### config.mk
export PLATFORM = sky130hd
export DESIGN_NAME = rvfi_commit_buffer
export DESIGN_NICKNAME = d
export VERILOG_FILES = /design/src/rtl/rvfi_commit_pkg.sv /design/src/rtl/rvfi_commit_scrub.sv /design/src/rtl/rvfi_commit_buffer.sv
export SDC_FILE = /design/constraint.sdc
export NUM_CORES = 2
export LEC_CHECK = 0
export ABC_AREA = 1
export CORE_ASPECT_RATIO = 1.2
export CORE_MARGIN = 4
export CORE_UTILIZATION = 40
export CTS_BUF_LIST = sky130_fd_sc_hd__clkbuf_8
export DETAILED_ROUTE_END_ITERATION = 8
export PLACE_DENSITY_LB_ADDON = 0.3
export SETUP_SLACK_MARGIN = 0.3
export SYNTH_ARGS = -nofsm -noshare
export SYNTH_HDL_FRONTEND = slang
export SYNTH_SLANG_ARGS = --single-unit
### constraint.sdc
create_clock -name clk -period 10.8 [get_ports clk]
set_clock_uncertainty 0.15 [all_clocks]
set_input_delay 2.16 -clock clk [delete_from_list [all_inputs] [get_ports clk]]
set_output_delay 2.16 -clock clk [all_outputs]
set_load 0.05 [all_outputs]
### src/rtl/rvfi_commit_pkg.sv
// Shared types for the RVFI commit buffer: alloc/completion/packet structs and entry state.
// Optional X-scrub of don't-care packet fields is enabled by defining RVFI_X_SCRUB_EN.
package rvfi_commit_pkg;

    localparam int ORDER_W = 64;

    typedef enum logic [1:0] {
        FREE  = 2'd0,
        ALLOC = 2'd1,
        DONE  = 2'd2
    } entry_state_e;

    typedef struct packed {
        logic [31:0] pc_rdata;
        logic [31:0] inst;
        logic [4:0]  rs1_addr;
        logic [4:0]  rs2_addr;
        logic [4:0]  rd_addr;
    } rvfi_alloc_t;

    typedef struct packed {
        logic [31:0] rs1_rdata;
        logic [31:0] rs2_rdata;
        logic [31:0] rd_wdata;
        logic [31:0] pc_wdata;
        logic [31:0] mem_addr;
        logic [3:0]  mem_rmask;
        logic [3:0]  mem_wmask;
        logic [31:0] mem_rdata;
        logic [31:0] mem_wdata;
    } rvfi_cmpl_t;

    typedef struct packed {
        logic [31:0] pc_rdata;
        logic [31:0] inst;
        logic [4:0]  rs1_addr;
        logic [4:0]  rs2_addr;
        logic [4:0]  rd_addr;
        logic [31:0] rs1_rdata;
        logic [31:0] rs2_rdata;
        logic [31:0] rd_wdata;
        logic [31:0] pc_wdata;
        logic [31:0] mem_addr;
        logic [3:0]  mem_rmask;
        logic [3:0]  mem_wmask;
        logic [31:0] mem_rdata;
        logic [31:0] mem_wdata;
    } rvfi_pkt_t;

    function automatic rvfi_pkt_t merge_pkt(input rvfi_alloc_t a, input rvfi_cmpl_t c);
        rvfi_pkt_t p;
        p.pc_rdata  = a.pc_rdata;
        p.inst      = a.inst;
        p.rs1_addr  = a.rs1_addr;
        p.rs2_addr  = a.rs2_addr;
        p.rd_addr   = a.rd_addr;
        p.rs1_rdata = c.rs1_rdata;
        p.rs2_rdata = c.rs2_rdata;
        p.rd_wdata  = c.rd_wdata;
        p.pc_wdata  = c.pc_wdata;
        p.mem_addr  = c.mem_addr;
        p.mem_rmask = c.mem_rmask;
        p.mem_wmask = c.mem_wmask;
        p.mem_rdata = c.mem_rdata;
        p.mem_wdata = c.mem_wdata;
        return p;
    endfunction

endpackage

### src/rtl/rvfi_commit_scrub.sv
// Combinational scrub of don't-care RVFI fields (x0 operands, unmasked byte lanes, unused address).
// Only instantiated by rvfi_commit_buffer when RVFI_X_SCRUB_EN is defined.
module rvfi_commit_scrub
    import rvfi_commit_pkg::*;
(
    input  rvfi_pkt_t i_pkt,
    output rvfi_pkt_t o_pkt
);

    logic [31:0] w_rbyte_en;
    logic [31:0] w_wbyte_en;

    for (genvar gi = 0; gi < 4; gi++) begin : g_lane
        assign w_rbyte_en[gi*8 +: 8] = {8{i_pkt.mem_rmask[gi]}};
        assign w_wbyte_en[gi*8 +: 8] = {8{i_pkt.mem_wmask[gi]}};
    end

    always_comb begin
        o_pkt           = i_pkt;
        o_pkt.mem_rdata = i_pkt.mem_rdata & w_rbyte_en;
        o_pkt.mem_wdata = i_pkt.mem_wdata & w_wbyte_en;
        if (i_pkt.rs1_addr == 5'd0) o_pkt.rs1_rdata = '0;
        if (i_pkt.rs2_addr == 5'd0) o_pkt.rs2_rdata = '0;
        if (i_pkt.rd_addr  == 5'd0) o_pkt.rd_wdata  = '0;
        if ((i_pkt.mem_rmask == 4'd0) && (i_pkt.mem_wmask == 4'd0)) o_pkt.mem_addr = '0;
    end

endmodule

### src/rtl/rvfi_commit_buffer.sv
// In-order RVFI commit buffer: allocate in program order, complete by tag, retire one per cycle.
// Define RVFI_X_SCRUB_EN to zero don't-care packet fields at commit.
module rvfi_commit_buffer
    import rvfi_commit_pkg::*;
#(
    parameter  int NUM_ENTRIES = 8,
    localparam int TAG_W       = $clog2(NUM_ENTRIES)
) (
    input  logic               clk,
    input  logic               rst_n,
    input  logic               alloc_valid,
    output logic               alloc_ready,
    input  rvfi_alloc_t        alloc_data,
    output logic [TAG_W-1:0]   alloc_tag,
    input  logic               cmpl_valid,
    input  logic [TAG_W-1:0]   cmpl_tag,
    input  rvfi_cmpl_t         cmpl_data,
    input  logic               flush,
    output logic               rvfi_valid,
    output logic [ORDER_W-1:0] rvfi_order,
    output rvfi_pkt_t          rvfi_pkt,
    output logic               cmpl_err
);

    logic [TAG_W:0]     r_head;
    logic [TAG_W:0]     r_tail;
    logic [ORDER_W-1:0] r_order;
    logic               r_rvfi_valid;
    logic [ORDER_W-1:0] r_rvfi_order;
    rvfi_pkt_t          r_rvfi_pkt;
    logic               r_cmpl_err;

    rvfi_alloc_t        r_alloc_mem [NUM_ENTRIES];
    rvfi_cmpl_t         r_cmpl_mem  [NUM_ENTRIES];
    entry_state_e       w_state     [NUM_ENTRIES];

    logic [TAG_W-1:0]   w_head_idx;
    logic [TAG_W-1:0]   w_tail_idx;
    logic               w_full;
    logic               w_alloc;
    logic               w_commit;
    logic               w_cmpl_hit;
    logic               w_cmpl_ok;
    logic               w_cmpl_bad;
    rvfi_pkt_t          w_pkt_merged;
    rvfi_pkt_t          w_pkt_out;

    assign w_head_idx = r_head[TAG_W-1:0];
    assign w_tail_idx = r_tail[TAG_W-1:0];
    assign w_full     = (r_head[TAG_W] != r_tail[TAG_W]) && (w_head_idx == w_tail_idx);

    // Every handshake decision looks only at registered state, so a same-cycle commit never frees room.
    assign w_alloc    = alloc_valid && !w_full && !flush;
    assign w_commit   = (w_state[w_head_idx] == DONE) && !flush;
    assign w_cmpl_hit = cmpl_valid && !flush;
    assign w_cmpl_ok  = w_cmpl_hit && (w_state[cmpl_tag] == ALLOC);
    assign w_cmpl_bad = w_cmpl_hit && (w_state[cmpl_tag] != ALLOC);

    assign alloc_ready = !w_full;
    assign alloc_tag   = w_tail_idx;

    for (genvar gi = 0; gi < NUM_ENTRIES; gi++) begin : g_entry
        localparam logic [TAG_W-1:0] IDX = TAG_W'(gi);
        entry_state_e r_st;

        always_ff @(posedge clk or negedge rst_n) begin
            if (!rst_n) begin
                r_st <= FREE;
            end else if (flush) begin
                r_st <= FREE;
            end else if (w_alloc && (w_tail_idx == IDX)) begin
                r_st <= ALLOC;
            end else if (w_cmpl_ok && (cmpl_tag == IDX)) begin
                r_st <= DONE;
            end else if (w_commit && (w_head_idx == IDX)) begin
                r_st <= FREE;
            end
        end

        assign w_state[gi] = r_st;
    end

    // Payload storage carries no reset; an entry's fields are only read after both writes landed.
    always_ff @(posedge clk) begin
        if (w_alloc) begin
            r_alloc_mem[w_tail_idx] <= alloc_data;
        end
        if (w_cmpl_ok) begin
            r_cmpl_mem[cmpl_tag] <= cmpl_data;
        end
    end

    assign w_pkt_merged = merge_pkt(r_alloc_mem[w_head_idx], r_cmpl_mem[w_head_idx]);

`ifdef RVFI_X_SCRUB_EN
    rvfi_commit_scrub u_scrub (
        .i_pkt (w_pkt_merged),
        .o_pkt (w_pkt_out)
    );
`else
    assign w_pkt_out = w_pkt_merged;
`endif

    always_ff @(posedge clk or negedge rst_n) begin
        if (!rst_n) begin
            r_head       <= '0;
            r_tail       <= '0;
            r_order      <= '0;
            r_rvfi_valid <= 1'b0;
            r_rvfi_order <= '0;
            r_rvfi_pkt   <= '0;
            r_cmpl_err   <= 1'b0;
        end else begin
            r_rvfi_valid <= w_commit;
            if (flush) begin
                r_head <= r_tail;
            end else begin
                if (w_commit) r_head <= r_head + (TAG_W+1)'(1);
                if (w_alloc)  r_tail <= r_tail + (TAG_W+1)'(1);
            end
            if (w_commit) begin
                r_rvfi_pkt   <= w_pkt_out;
                r_rvfi_order <= r_order;
                r_order      <= r_order + ORDER_W'(1);
            end
            if (w_cmpl_bad) begin
                r_cmpl_err <= 1'b1;
            end
        end
    end

    assign rvfi_valid = r_rvfi_valid;
    assign rvfi_order = r_rvfi_order;
    assign rvfi_pkt   = r_rvfi_pkt;
    assign cmpl_err   = r_cmpl_err;

endmodule

==> flow_summary.yaml <==
outcome:
  status: "finished, final reports clean"
worst_hold_path:
  min-delay-start: "rvfi_order[12]$_DFFE_PN0P_"
  worst_hold_path_type: "reg2reg"
  min_to: "rvfi_order[12]$_DFFE_PN0P_"
  whs_path_depth: 2
detailed_routing:
  drc: 0
  via_count: 75104
  drtIter0Drc: 7144
  dr.pass1.iters: 5
  wl_per_cell_um: 24.2
  wl_um: 332000
  viasPerCell: 5.49
  drtAntennaViolNets: 0
sta:
  final_max_slew_viol_count: 0
  slew_headroom: 0.154
  tns_ns: 0
  fin_crit_sh: 0.587
  finalHoldViolations: 0
  setup_viol: 0
  holdWs_ns: 0.319
  max_freq_mhz: 158
  rsz0062_at_grt: "no"
  timing.final.crit_period_ns: 6.34
  tightestPinTransition_ns: 1.27
finish:
  fin_area_um2: 133000
  nNetsFinal: 9823
  syn_to_final_growth_pct: 17.0
  final_util: 0.471
  fill_cells: 24900
  drive_gt1_frac: 0.0744
  stdcell_count: 13687
floorplanning:
  dieArea_um2: 292000
  io_pins: 700
  start_util: 0.403
  core_um2: 281000
  placementRows: 213
  die_w_um: 494
  die_y_um: 591
clocking:
  clock_latency_ns: 1.09
  cts_hold_buf: 0
  cts_inserted_buffers: 457
  cts.clk_slew.worst_paths_ns: 0.06
  cts_resized: 0
  cts_tree: "yes"
  htree_levels: 5
  cts_setup_buffers: 0
  clock-sinks: 2953
  clockBufferDepth: 4
  cts-root-buf: "clkbuf_8"
placed_design:
  place_inst: 12794
  numPortBuffers: 699
  gp_congestion: 0.878
  place_area_um2: 124000
  hpwl_um: 178000
synthesis:
  synth_nets: 9145
  ys_ff_latch: 2953
  syn-cell-area_um2: 113000
  synth_top_family_by_area: "simple AND/OR/NAND/NOR gates"
  synth-simple-area-share: 0.112
  yosys.area_share.adder: 0.00143
  synth-xor-area-share: 0.00332
  yosysSeqAreaShare: 0.761
  synthMuxAreaShare: 0
  avgSynthCellArea_um2: 12.9
  synth_compound_gate_area_share: 0.0941
  synth_warnings: 0
  ys_types: 29
  syn_inst: 8813
run:
  max_cap_viol_count: 0
worst_setup_path:
  timing.rr.start: "r_head[0]$_DFFE_PN0P_"
  arrival_ns: 4.03
  start_kind: "register"
  crit_path_end_kind: "output pin"
  required_ns: 8.49
  r2r_slack_ns: 5.07
  reg2reg_to: "rvfi_pkt[112]$_DFFE_PN0P_"
  cp_max_fo: 102
  path_class: "reg2out"
  reg2regPathDepth: 8
grt:
  gr-usage-all-layers: 0.219
  grt_pass1_vias: 74869
  antenna_found_initial: 92
  grt_pass1_wl_um: 487000
  grt_overflow: 0
  grt_max_degree: 170
pwr:
  vdd_drop_max_uv: 193
  leakage_nw: 46.5
  p_per_area_nw_per_um2: 257
==> cell families (layout without fill, tap and decap cells) <==
logic type,count (synthesis),count (layout)
XOR/XNOR,43,43
AND/OR/NAND/NOR,3153,3153
buffers and inverters,676,1743
AO/OA/AOI/OAI,1975,1975
other,0,45
flip-flops,2953,2953
adder cells (fa/ha/maj),13,13
==> cell usage after synthesis (all sizes together) <==
library cell	instances	area [µm²]
a21oi	632	3160
a31o	1	8.76
buf	266	1600
clkbuf	311	1170
clkinv	1	3.75
dfrtp	465	11600
edfxtp	2488	74700
ha	13	163
inv	98	368
nand2	1714	6450
nand3	630	3160
nand3b	4	30.0
nand4	17	106
nor2	788	2960
o21ai	719	3600
o21bai	1	7.51
o22ai	622	3890
xnor2	11	96.3
xor2	32	280
==> worst max path at each step <==
| stage | from | end | slack (ns) | depth (start not counted) |
|---|---|---|---|---|
| 2_1_floorplan | cmpl_tag[0] | r_cmpl_mem[5][0]$_DFFE_PP_ | 1.06 | 10 |
| 3_3_place_gp | cmpl_tag[1] | r_cmpl_mem[5][149]$_DFFE_PP_ | 4.70 | 11 |
| 3_5_place_dp | flush | r_alloc_mem[2][3]$_DFFE_PP_ | 4.68 | 7 |
| 6_report | r_head[0]$_DFFE_PN0P_ | alloc_ready | 4.46 | 6 |
| 4_1_cts | r_head[0]$_DFFE_PN0P_ | alloc_ready | 4.35 | 6 |
| 5_1_grt | r_head[0]$_DFFE_PN0P_ | alloc_ready | 4.24 | 6 |
==> per-stage QoR <==
| step | power (W) | setup slack (ns) |
|---|---|---|
| floorplan | 0.0212 | 1.06 |
| global placement | 0.0251 | 4.70 |
| detailed placement | 0.0252 | 4.68 |
| CTS | 0.0344 | 4.35 |
| global route | 0.0358 | 4.24 |
| finish | 0.0341 | 4.46 |
==> layer usage <==
layer | GRT usage | part of all wire | wire, µm | vias to the layer above
li1 | - | - | - | 33515
met1 | 0.294 | 0.41 | 137000 | 37782
met2 | 0.353 | 0.47 | 156000 | 3136
met3 | 0.0530 | 0.086 | 28400 | 613
met4 | 0.0737 | 0.029 | 9490 | 58
met5 | 0 | 0.0011 | 378 | -
==> cell type report <==
type,instances,area (µm²),share of cell area
Clock inverter,332,1850,0.0140
Tap cell,3762,4710,0.0355
Antenna cell,45,113,0.000849
Sequential cell,2953,86400,0.651
Timing Repair Buffer,796,8060,0.0607
Inverter,99,447,0.00337
Multi-Input combinational cell,5184,24000,0.181
Clock buffer,516,7100,0.0535
==> cells in the final DEF (no fill, tap or decap), drive strengths merged <==
master and n:
nor2 788, nand3b 4, dfrtp 465, o21ai 719
bufinv 13, a31o 1, xnor2 11, clkinvlp 5
clkbuf 516, edfxtp 2488, nand4 17, inv 281
clkdlybuf4s50 698, o21bai 1, a21oi 632, nand3 630
o22ai 622, buf 98, diode 45, xor2 32
clkinv 132, nand2 1714, ha 13
==> state kept, by name, indices dropped and copies added, names as in the netlist <==
name / count
cmpl_err: 1
g_entry.r_st: 16
r_alloc_mem: 632
r_cmpl_mem: 1856
r_head: 4
r_order: 64
r_tail: 4
rvfi_order: 64
rvfi_pkt: 311
rvfi_valid: 1
==> where the power goes <==
part           total [W]  switching (W)  internal, W
logic             0.0110        0.00795      0.00309
clock network    0.00909        0.00438      0.00470
registers         0.0140       0.000746       0.0133
==> worst max-delay path, stage by stage (launching register included) <==
cell and delay (ns):
dfrtp_4 1.13, inv_8 0.48, nand2_1 0.17, nand2_1 0.06
nor2_1 0.13, nand2_2 0.16, clkdlybuf4s50_1 0.82
Power figures use the tool's default switching activity.
